--- config.mk ---
export PLATFORM = sky130hd
export DESIGN_NAME = mem_arbiter_flat
export DESIGN_NICKNAME = d
export VERILOG_FILES = /design/src/rtl/mem_arbiter_if.sv /design/src/rtl/mem_arbiter.sv /design/src/flat_wrapper.sv
export SDC_FILE = /design/constraint.sdc
export NUM_CORES = 1
export LEC_CHECK = 0
export CAP_MARGIN = 20
export CORE_AREA = 2 2 236 238
export DETAILED_ROUTE_END_ITERATION = 12
export DIE_AREA = 0 0 238 240
export SLEW_MARGIN = 5
export SYNTH_ARGS = -nofsm -noshare
export SYNTH_HDL_FRONTEND = slang
export SYNTH_SLANG_ARGS = --single-unit
--- constraint.sdc ---
create_clock -name clk -period 4.02 [get_ports clk]
set_input_delay 0.402 -clock clk [delete_from_list [all_inputs] [get_ports clk]]
set_output_delay 0.402 -clock clk [all_outputs]
set_load 0.05 [all_outputs]
--- src/rtl/mem_arbiter_if.sv ---
// rtl/mem_arbiter_if.sv - two-master request bus plus single memory port bundle
interface mem_arbiter_if #(
  parameter int ADDR_W = 64,
  parameter int DATA_W = 64
);
  localparam int MASK_W = DATA_W / 8;

  logic              m0_req;
  logic              m0_we;
  logic [ADDR_W-1:0] m0_addr;
  logic [DATA_W-1:0] m0_wdata;
  logic [MASK_W-1:0] m0_mask;
  logic              m0_gnt;
  logic              m0_rvalid;
  logic [DATA_W-1:0] m0_rdata;

  logic              m1_req;
  logic              m1_we;
  logic [ADDR_W-1:0] m1_addr;
  logic [DATA_W-1:0] m1_wdata;
  logic [MASK_W-1:0] m1_mask;
  logic              m1_gnt;
  logic              m1_rvalid;
  logic [DATA_W-1:0] m1_rdata;

  logic              mem_en;
  logic              mem_we;
  logic [ADDR_W-1:0] mem_addr;
  logic [DATA_W-1:0] mem_wdata;
  logic [MASK_W-1:0] mem_mask;
  logic [DATA_W-1:0] mem_rdata;

  // Arbiter side: accepts requests, drives the memory port
  modport master (
    input  m0_req, m0_we, m0_addr, m0_wdata, m0_mask,
    output m0_gnt, m0_rvalid, m0_rdata,
    input  m1_req, m1_we, m1_addr, m1_wdata, m1_mask,
    output m1_gnt, m1_rvalid, m1_rdata,
    output mem_en, mem_we, mem_addr, mem_wdata, mem_mask,
    input  mem_rdata
  );

  // Environment side: requesters and the memory
  modport slave (
    output m0_req, m0_we, m0_addr, m0_wdata, m0_mask,
    input  m0_gnt, m0_rvalid, m0_rdata,
    output m1_req, m1_we, m1_addr, m1_wdata, m1_mask,
    input  m1_gnt, m1_rvalid, m1_rdata,
    input  mem_en, mem_we, mem_addr, mem_wdata, mem_mask,
    output mem_rdata
  );
endinterface

--- src/rtl/mem_arbiter.sv ---
// rtl/mem_arbiter.sv - round-robin two-master arbiter/sequencer for one memory port
module mem_arbiter #(
  parameter int ADDR_W      = 64,
  parameter int DATA_W      = 64,
  parameter int MEM_LATENCY = 1
) (
  input  logic           clk,
  input  logic           reset,
  mem_arbiter_if.master  bus
);
  localparam int MASK_W = DATA_W / 8;

  typedef enum logic [1:0] {IDLE, ISSUE, WAIT, RESP} state_t;

  state_t            state_q, state_d;
  logic              last_grant_q, last_grant_d;
  logic              sel_q, sel_d;
  logic              we_q, we_d;
  logic [ADDR_W-1:0] addr_q, addr_d;
  logic [DATA_W-1:0] wdata_q, wdata_d;
  logic [MASK_W-1:0] mask_q, mask_d;
  logic [3:0]        cnt_q, cnt_d;
  logic [DATA_W-1:0] rdata0_q, rdata0_d;
  logic [DATA_W-1:0] rdata1_q, rdata1_d;
  logic              pick;
  logic              pick_we;

  // State and datapath registers; reset aborts any in-flight transaction
  always_ff @(posedge clk) begin
    if (reset) begin
      state_q      <= IDLE;
      last_grant_q <= 1'b1;
      sel_q        <= 1'b0;
      we_q         <= 1'b0;
      addr_q       <= '0;
      wdata_q      <= '0;
      mask_q       <= '0;
      cnt_q        <= '0;
      rdata0_q     <= '0;
      rdata1_q     <= '0;
    end else begin
      state_q      <= state_d;
      last_grant_q <= last_grant_d;
      sel_q        <= sel_d;
      we_q         <= we_d;
      addr_q       <= addr_d;
      wdata_q      <= wdata_d;
      mask_q       <= mask_d;
      cnt_q        <= cnt_d;
      rdata0_q     <= rdata0_d;
      rdata1_q     <= rdata1_d;
    end
  end

  // Next-state: arbitrate in IDLE, latch the winner, sequence issue/wait/response
  always_comb begin
    state_d      = state_q;
    last_grant_d = last_grant_q;
    sel_d        = sel_q;
    we_d         = we_q;
    addr_d       = addr_q;
    wdata_d      = wdata_q;
    mask_d       = mask_q;
    cnt_d        = cnt_q;
    rdata0_d     = rdata0_q;
    rdata1_d     = rdata1_q;
    pick         = 1'b0;
    pick_we      = 1'b0;

    case (state_q)
      IDLE: begin
        if (bus.m0_req || bus.m1_req) begin
          // Under contention the master that did not win last time goes first
          pick         = (bus.m0_req && bus.m1_req) ? ~last_grant_q : bus.m1_req;
          pick_we      = pick ? bus.m1_we : bus.m0_we;
          sel_d        = pick;
          last_grant_d = pick;
          we_d         = pick_we;
          addr_d       = pick ? bus.m1_addr  : bus.m0_addr;
          wdata_d      = pick ? bus.m1_wdata : bus.m0_wdata;
          // Reads always fetch the full word
          mask_d       = pick_we ? (pick ? bus.m1_mask : bus.m0_mask) : '1;
          state_d      = ISSUE;
        end
      end
      ISSUE: begin
        if (we_q) begin
          state_d = IDLE;
        end else begin
          cnt_d   = 4'(MEM_LATENCY);
          state_d = WAIT;
        end
      end
      WAIT: begin
        if (cnt_q == 4'd1) begin
          if (sel_q) rdata1_d = bus.mem_rdata;
          else       rdata0_d = bus.mem_rdata;
          state_d = RESP;
        end else begin
          cnt_d = cnt_q - 4'd1;
        end
      end
      RESP: begin
        state_d = IDLE;
      end
      default: begin
        state_d = IDLE;
      end
    endcase
  end

  assign bus.mem_en    = (state_q == ISSUE);
  assign bus.mem_we    = (state_q == ISSUE) && we_q;
  assign bus.mem_addr  = addr_q;
  assign bus.mem_wdata = wdata_q;
  assign bus.mem_mask  = mask_q;

  assign bus.m0_gnt    = (state_q == ISSUE) && !sel_q;
  assign bus.m1_gnt    = (state_q == ISSUE) &&  sel_q;
  assign bus.m0_rvalid = (state_q == RESP)  && !sel_q;
  assign bus.m1_rvalid = (state_q == RESP)  &&  sel_q;
  assign bus.m0_rdata  = rdata0_q;
  assign bus.m1_rdata  = rdata1_q;
endmodule

--- src/flat_wrapper.sv ---
// flat-port wrapper written by rule: the top's interface ports become plain ports
module mem_arbiter_flat 
#(
  parameter int ADDR_W      = 64,
  parameter int DATA_W      = 64,
  parameter int MEM_LATENCY = 1
)
  (clk, reset, bus_m0_req, bus_m0_we, bus_m0_addr, bus_m0_wdata, bus_m0_mask, bus_m0_gnt, bus_m0_rvalid, bus_m0_rdata, bus_m1_req, bus_m1_we, bus_m1_addr, bus_m1_wdata, bus_m1_mask, bus_m1_gnt, bus_m1_rvalid, bus_m1_rdata, bus_mem_en, bus_mem_we, bus_mem_addr, bus_mem_wdata, bus_mem_mask, bus_mem_rdata);
  mem_arbiter_if #(.ADDR_W(ADDR_W), .DATA_W(DATA_W)) bus_i ();
  input  logic clk;
  input  logic reset;
  input wire logic [$bits(bus_i.m0_req)-1:0] bus_m0_req;
  input wire logic [$bits(bus_i.m0_we)-1:0] bus_m0_we;
  input wire logic [$bits(bus_i.m0_addr)-1:0] bus_m0_addr;
  input wire logic [$bits(bus_i.m0_wdata)-1:0] bus_m0_wdata;
  input wire logic [$bits(bus_i.m0_mask)-1:0] bus_m0_mask;
  output wire logic [$bits(bus_i.m0_gnt)-1:0] bus_m0_gnt;
  output wire logic [$bits(bus_i.m0_rvalid)-1:0] bus_m0_rvalid;
  output wire logic [$bits(bus_i.m0_rdata)-1:0] bus_m0_rdata;
  input wire logic [$bits(bus_i.m1_req)-1:0] bus_m1_req;
  input wire logic [$bits(bus_i.m1_we)-1:0] bus_m1_we;
  input wire logic [$bits(bus_i.m1_addr)-1:0] bus_m1_addr;
  input wire logic [$bits(bus_i.m1_wdata)-1:0] bus_m1_wdata;
  input wire logic [$bits(bus_i.m1_mask)-1:0] bus_m1_mask;
  output wire logic [$bits(bus_i.m1_gnt)-1:0] bus_m1_gnt;
  output wire logic [$bits(bus_i.m1_rvalid)-1:0] bus_m1_rvalid;
  output wire logic [$bits(bus_i.m1_rdata)-1:0] bus_m1_rdata;
  output wire logic [$bits(bus_i.mem_en)-1:0] bus_mem_en;
  output wire logic [$bits(bus_i.mem_we)-1:0] bus_mem_we;
  output wire logic [$bits(bus_i.mem_addr)-1:0] bus_mem_addr;
  output wire logic [$bits(bus_i.mem_wdata)-1:0] bus_mem_wdata;
  output wire logic [$bits(bus_i.mem_mask)-1:0] bus_mem_mask;
  input wire logic [$bits(bus_i.mem_rdata)-1:0] bus_mem_rdata;
  assign bus_i.m0_req = bus_m0_req;
  assign bus_i.m0_we = bus_m0_we;
  assign bus_i.m0_addr = bus_m0_addr;
  assign bus_i.m0_wdata = bus_m0_wdata;
  assign bus_i.m0_mask = bus_m0_mask;
  assign bus_m0_gnt = bus_i.m0_gnt;
  assign bus_m0_rvalid = bus_i.m0_rvalid;
  assign bus_m0_rdata = bus_i.m0_rdata;
  assign bus_i.m1_req = bus_m1_req;
  assign bus_i.m1_we = bus_m1_we;
  assign bus_i.m1_addr = bus_m1_addr;
  assign bus_i.m1_wdata = bus_m1_wdata;
  assign bus_i.m1_mask = bus_m1_mask;
  assign bus_m1_gnt = bus_i.m1_gnt;
  assign bus_m1_rvalid = bus_i.m1_rvalid;
  assign bus_m1_rdata = bus_i.m1_rdata;
  assign bus_mem_en = bus_i.mem_en;
  assign bus_mem_we = bus_i.mem_we;
  assign bus_mem_addr = bus_i.mem_addr;
  assign bus_mem_wdata = bus_i.mem_wdata;
  assign bus_mem_mask = bus_i.mem_mask;
  assign bus_i.mem_rdata = bus_mem_rdata;
  mem_arbiter #(.ADDR_W(ADDR_W), .DATA_W(DATA_W), .MEM_LATENCY(MEM_LATENCY)) u_core (.clk(clk), .reset(reset), .bus(bus_i));
endmodule
Yosys cells after proc, flatten, opt, wreduce, memory -nomap -nowiden
Index checks and enable logic that the tools add are counted.
{"block": "op_classes", "n_eq_ne": 8, "mux": 13, "bitwise_logic": 2, "n_reduce_logical": 15, "n_addsub": 1}
{"cell": "2-to-1 mux 64 bit", "count": 2}
{"cell": "2-to-1 mux 8 bit", "count": 2}
{"cell": "AND reduction 3 bit", "count": 3}
{"cell": "2-to-1 mux 4 bit", "count": 2}
{"cell": "case mux 2 bit (4 select lines)", "count": 1}
{"cell": "case mux 4 bit (2 select lines)", "count": 1}
{"cell": "logical AND 1 bit", "count": 6}
{"cell": "2-to-1 mux 2 bit", "count": 3}
{"cell": "== test 2 bit (second input constant)", "count": 2}
{"cell": "== test 4 x 1 -> 1 bit (second input constant)", "count": 1}
{"cell": "!= test 2 x 1 -> 1 bit (second input constant)", "count": 2}
{"cell": "!= test 2 bit (second input constant)", "count": 2}
{"cell": "AND reduction 2 bit", "count": 2}
{"cell": "subtractor 4 x 1 -> 4 bit (second input constant)", "count": 1}
{"cell": "== test 2 x 1 -> 1 bit (second input constant)", "count": 1}
{"cell": "logical NOT 2 bit", "count": 1}
{"cell": "2-to-1 mux 1 bit", "count": 2}
{"cell": "inverter 1 bit", "count": 2}
{"cell": "nonzero test 2 bit", "count": 1}
{"cell": "logical NOT 1 bit", "count": 1}
{"cell": "logical OR 1 bit", "count": 1}
{"block": "word_totals", "in_bits": 342, "out_inout_bits": 270, "register_bits": 273}

Depth between registers and ports, before layout
Gate-level depths: netlist (run 1).
{"block": "depth", "ltp_word": 4, "mapped_depth": 7, "ltp_nobuf": 5}

Worst setup path before layout (run 1)
No wires, ideal clock.
{"block": "synth_path", "path_kind": "register to output", "start": "reg with a tool-made name", "end": "out bus_m0_gnt", "slack_ns": 1.892, "t_required_ns": 3.618, "n_path_buf": 0, "arrival_ns": 1.726, "stages_incl_launch_ff": 4, "path_cell_list": "dfxtp_1 -> inv_1 -> ha_1 -> nor2b_1"}
{"element": "to (decl)", "line_no": "flat_wrapper.sv:17", "source": "output wire logic [$bits(bus_i.m0_gnt)-1:0] bus_m0_gnt;"}

==> results of run 1 <==
-- routing by layer --
metal  global-route usage  wire length, um  up-vias
li1                     -                -     6047
met1                0.178            18700     5815
met2                0.276            23400      498
met3               0.0572             4520       94
met4               0.0867             2550        4
met5                    0               25        -
-- stage by stage --
| stage | instance area [um2] | setup WS, ns |
|---|---|---|
| 6_report | 19100 | 1.19 |
| 2_1_floorplan | 11200 | 1.89 |
| 3_3_place_gp | 17900 | 1.46 |
| 4_1_cts | 19100 | 1.15 |
| 5_1_grt | 19100 | 1.10 |
| 3_5_place_dp | 17900 | 1.36 |
-- Yosys cell counts (all sizes together) --
library cell,n,area (um2)
clkbuf,75,282
o211ai,1,7.51
o32ai,1,16.3
a21oi,131,656
buf,71,349
a22oi,1,7.51
nand2,276,1040
inv,7,26.3
nor4,1,6.26
a21boi,2,15.0
or3b,2,17.5
and4bb,1,12.5
a221oi,1,8.76
a221o,1,10.0
ha,7,87.6
nor3b,1,7.51
nor2b,5,31.3
nand3,128,641
and2,4,25.0
nand4bb,1,11.3
o21a,1,7.51
a311oi,136,1190
o21ba,1,10.0
or4,3,22.5
dfxtp,273,5470
nand4,1,6.26
nor3,1,5.00
o21ai,132,661
nand2b,1,6.26
a31oi,1,6.26
a21bo,2,20.0
mux2i,1,10.0
o311ai,1,8.76
nor2,138,518
-- critical path, stage by stage, from the launching register on --
cell	delay, ns
dfxtp_1	0.34
inv_1	0.11
ha_1	0.31
nor2b_1	0.29
clkdlybuf4s50_1	0.85
-- state kept, by name (all words and copies together), names as in the netlist, 4 cells and up, named ones only --
name	cells
u_core.bus.mem_addr	64
u_core.bus.m0_rdata	64
u_core.cnt_q	4
u_core.bus.m1_rdata	64
u_core.bus.mem_mask	8
u_core.bus.mem_wdata	64
-- area by class of cell --
cell class              count  area [um2]
diodes                      1        2.50
clock buffers              48        1030
clock inverters            12         150
fillers                  5664       35500
inverters                   7        27.5
multi-input cells         983        5110
flip-flops and latches    273        5470
well taps                 704         881
repair buffers            641        6450
-- power by group through the flow --
| stage | clock network [W] | logic, W | registers, W |
|---|---|---|---|
| 2_1_floorplan | 0 | 0.000791 | 0.00400 |
| 3_3_place_gp | 0 | 0.00279 | 0.00317 |
| 3_5_place_dp | 0 | 0.00281 | 0.00319 |
| 4_1_cts | 0.00333 | 0.00282 | 0.00313 |
| 5_1_grt | 0.00343 | 0.00297 | 0.00316 |
| 6_report | 0.00322 | 0.00280 | 0.00313 |
-- path summary, 6_finish.rpt --
path / from / endpoint / cells past startpoint
setup reg to reg: u_core.state_q[0]$_SDFFE_PP0P_ / u_core.bus.m1_rdata[35]$_SDFFE_PP0P_ / 6
hold / removal: bus_m1_addr[63] / u_core.bus.mem_addr[63]$_SDFFE_PP0P_ / 3
setup / recovery: flop / bus_m0_gnt / 4
hold reg to reg: u_core.bus.m0_rdata[50]$_SDFFE_PP0P_ / u_core.bus.m0_rdata[50]$_SDFFE_PP0P_ / 2
-- kinds of logic after synthesis --
logic type / count (synthesis)
AO/OA/AOI/OAI: 412
adder cells (fa/ha/maj): 7
buffers and inverters: 153
flip-flops: 273
multiplexers: 1
AND/OR/NAND/NOR: 563
==> run metrics, run 1 <==
CTS Buf Count 34; RSZ-0062 raised after global routing false; nets@finish 2289; sw frac 0.349; first-pass GRT wire length 71.7 mm; crit path DAT 2.43 ns; simple-gate share of the synthesized area 0.210; Area Overhead vs Synth 70.9%; maximum vdd ir drop just under 300 uV; mux cell area share after synthesis 0.000894; Die Span X between 200 and 250 um; setup bufs post-CTS 0; Final Power about 0.009 W; Clk pwr share 0.352; WS Path Type flop to output port; Non-Filler Instances 2669; final hold viol count 0; Worst slew margin 0.326; Hold Crit Class input pin to flop; Mapped Nets 1758; period utilisation layout 0.704; Critical Path End Type output port; wire per inst 18.4 um; DRT Pass-1 Iters 5; Worst-Margin Slew about 1 ns; sequential element share of the synthesized area 0.488; Pint 0.00596 W; Detailed Route Iter0 Violations 646; XOR/XNOR Fraction of Synth Area 0; Adder-Cell Fraction of Synth Area 0.00783; yosys warns 0; post_cts resized 0; Max Slew Vio Count 0; endpoints failing setup 0; Max-Cap Viols 0; CTS Sinks 273; post-layout util 0.350; fmax about 350 MHz; Clock Root Buffer clkbuf_16; final setup TNS 0 ns; startpoint types flop; largest net degree at the start of global routing 140; FP Rows between 80 and 90; Synth Register Bits 273; Sw Pwr between 0.003 and 0.004 W; CP max FO 7; clock slew seen by the registers of the worst setup and hold paths 0.06 ns; DP Cell Count 2607; status finished clean; layout cells sized above 1 0.0504; PD cells 478 nW/um2; grt ovf 0; Final min period 2.83 ns; CTS Hold Buffers Added 0; synthesized cell area 11200 um2; worst skew pair latency ~0.53 ns; CTS tree yes; die footprint 57100 um2; Syn Inst Count 1409; Max clock buf depth 3; routed via count around 12000; vias in the first global route 12200; part of the power in registers 0.342; Tot GR Track Use 0.162; Initial Util 0.205; main combinational cell family by area after synthesis compound AO/OA/AOI/OAI gates; Remaining DRCs 0; Yosys cell types 36; Die H between 200 and 250 um; antenna violations before repair 3; commonest cells after routing, fill and taps aside clkdlybuf4s50_1, nand2_1, dfxtp_1; Routed Wire Length around 49 mm; Lkg Pwr 6.74 nW; commonest non-fill, non-tap cell in the layout clkdlybuf4s50_1; htree depth 2; Compound-Gate Fraction of Synth Area 0.235; Core Footprint about 55000 um2; R2R setup slack ~1.4 ns; vias per inst 4.67; antenna-violating nets left 0; Final Skew 0.0163 ns; I/O pin cnt ~600; Gate power share 0.306; Fin Hold WS 0.440 ns; routability-driven placement congestion ratio 0.869; Detailed Place HPWL 36.7 mm; CP Data Required Time 3.62 ns; port bufs 611; Syn Area/Cell roughly 7.9 um2
No activity file was read; power rests on OpenSTA's default activity.
==> inputs of run 2 (changes only) <==
CORE_AREA = 2 2 238 240   (was 2 2 236 238)
DIE_AREA = 0 0 240 242   (was 0 0 238 240)
clock period = 3 ns   (was 4.02 ns; I/O delays follow)
==> run metrics, run 2 (same netlist as run 1, synthesis figures left out) <==
RSZ-0062 raised after global routing false; final setup TNS 0 ns; fmax 362 MHz; Initial Util 0.201; WS Path Type flop to output port; Max-Cap Viols 0; Critical Path End Type output port; FP Rows 87; Reg2Reg Launch Point u_core.state_q[0]$_SDFFE_PP0P_; endpoints failing setup 0; grt ovf 0; I/O pin cnt 612; antenna-violating nets left 0; final instance area 19200 um2; worst skew pair latency 0.53 ns; Die Span X ~240 um; vias in the first global route 12400; Core Footprint between 50000 and 60000 um2; maximum vdd ir drop ~320 uV; Fin Hold WS roughly 0.34 ns; layout cells sized above 1 0.0493; status finished clean; Tot GR Track Use 0.166; htree depth 2; Routed Wire Length 50.9 mm; Worst slew margin 0.416; Final min period 2.76 ns; commonest cells after routing, fill and taps aside clkdlybuf4s50_1, nand2_1, dfxtp_1; Detailed Place HPWL 37.7 mm; Lkg Pwr 6.78 nW; Die H 242 um; CP max FO 7; Clock Root Buffer clkbuf_16; CTS Buf Count 34; Final Power between 0.01 and 0.015 W; clock slew seen by the registers of the worst setup and hold paths around 0.060 ns; Max clock buf depth 3; Remaining DRCs 0; Area Overhead vs Synth 71.8%; Final Skew 0.0128 ns; Detailed Route Iter0 Violations 504; hold_sp bus_m1_wdata[21]; crit path DAT ~2.5 ns; routability-driven placement congestion ratio 0.925; commonest non-fill, non-tap cell in the layout clkdlybuf4s50_1; CP Data Required Time 2.70 ns; CTS Sinks 273; CTS tree yes; Worst-Margin Slew 0.873 ns; largest net degree at the start of global routing 137; vias per inst around 4.6; wire per inst 18.7 um; final hold viol count 0; period utilisation layout 0.920; die footprint between 50000 and 60000 um2; DRT Pass-1 Iters 5; antenna violations before repair 6; routed via count roughly 13000; PD cells 639 nW/um2; Max Slew Vio Count 0; startpoint types flop; Placed Area 18100 um2; nets@finish 2294; post-layout util 0.345; first-pass GRT wire length 74.3 mm; port bufs a little over 600; fillers 5787; Hold Crit Class input pin to flop
[run 2: cell types whose count changed in the layout (fill, tap and decap cells not counted), moves of 2 or more]
| cell | change |
|---|---|
| buf_12 | +5 |
| clkbuf_1 | +4 |
| clkbuf_16 | +2 |
| clkbuf_8 | -4 |
| clkinv_4 | -3 |
[run 2: critical path, stage by stage (launching register included)]
cell and delay, ns:
dfxtp_1 0.34, inv_1 0.11, ha_1 0.40, and2_1 0.26, clkdlybuf4s50_1 0.83
[run 2: final timing paths]
path / end / slack (ns) / cells past startpoint
hold reg to reg: u_core.bus.m0_rdata[48]$_SDFFE_PP0P_ / 0.47 / 2
setup reg to reg: u_core.bus.mem_addr[56]$_SDFFE_PP0P_ / 0.76 / 6
setup / recovery: bus_mem_we / 0.24 / 4
hold / removal: u_core.bus.mem_wdata[21]$_SDFFE_PP0P_ / 0.34 / 3
[run 2: per-layer routing]
layer | track usage | part of all wire | vias up
li1 | - | - | 6047
met1 | 0.176 | 0.37 | 5896
met2 | 0.279 | 0.47 | 575
met3 | 0.0582 | 0.095 | 111
met4 | 0.102 | 0.065 | 8
met5 | 0 | 0.00092 | -
[run 2: per-stage QoR]
stage	std cells	setup slack, ns
finish	2723	0.240
global route	2722	0.118
CTS	2722	0.0307
detailed placement	2665	0.610
global placement	2665	0.684
floorplan	1409	0.974
[run 2: power breakdown]
part,switching [W],internal [W]
registers,0.000219,0.00398
clock network,0.00162,0.00262
logic,0.00245,0.00140
total,0.00429,0.00799
[run 2: layout make-up]
class	count	area (um2)	area share
inverters	7	27.5	0.00143
multi-input cells	983	5110	0.266
clock buffers	49	1020	0.0532
repair buffers	646	6540	0.340
well taps	756	946	0.0492
diodes	1	2.50	0.000130
clock inverters	8	115	0.00599
flip-flops and latches	273	5470	0.284
[run 2: repair_timing]
action	4_1_cts	5_1_grt
buffers inserted	0	0
setup endpoints to repair	0	1
hold endpoints to repair	0	0
hold buffers	0	0
gates resized for setup	0	1
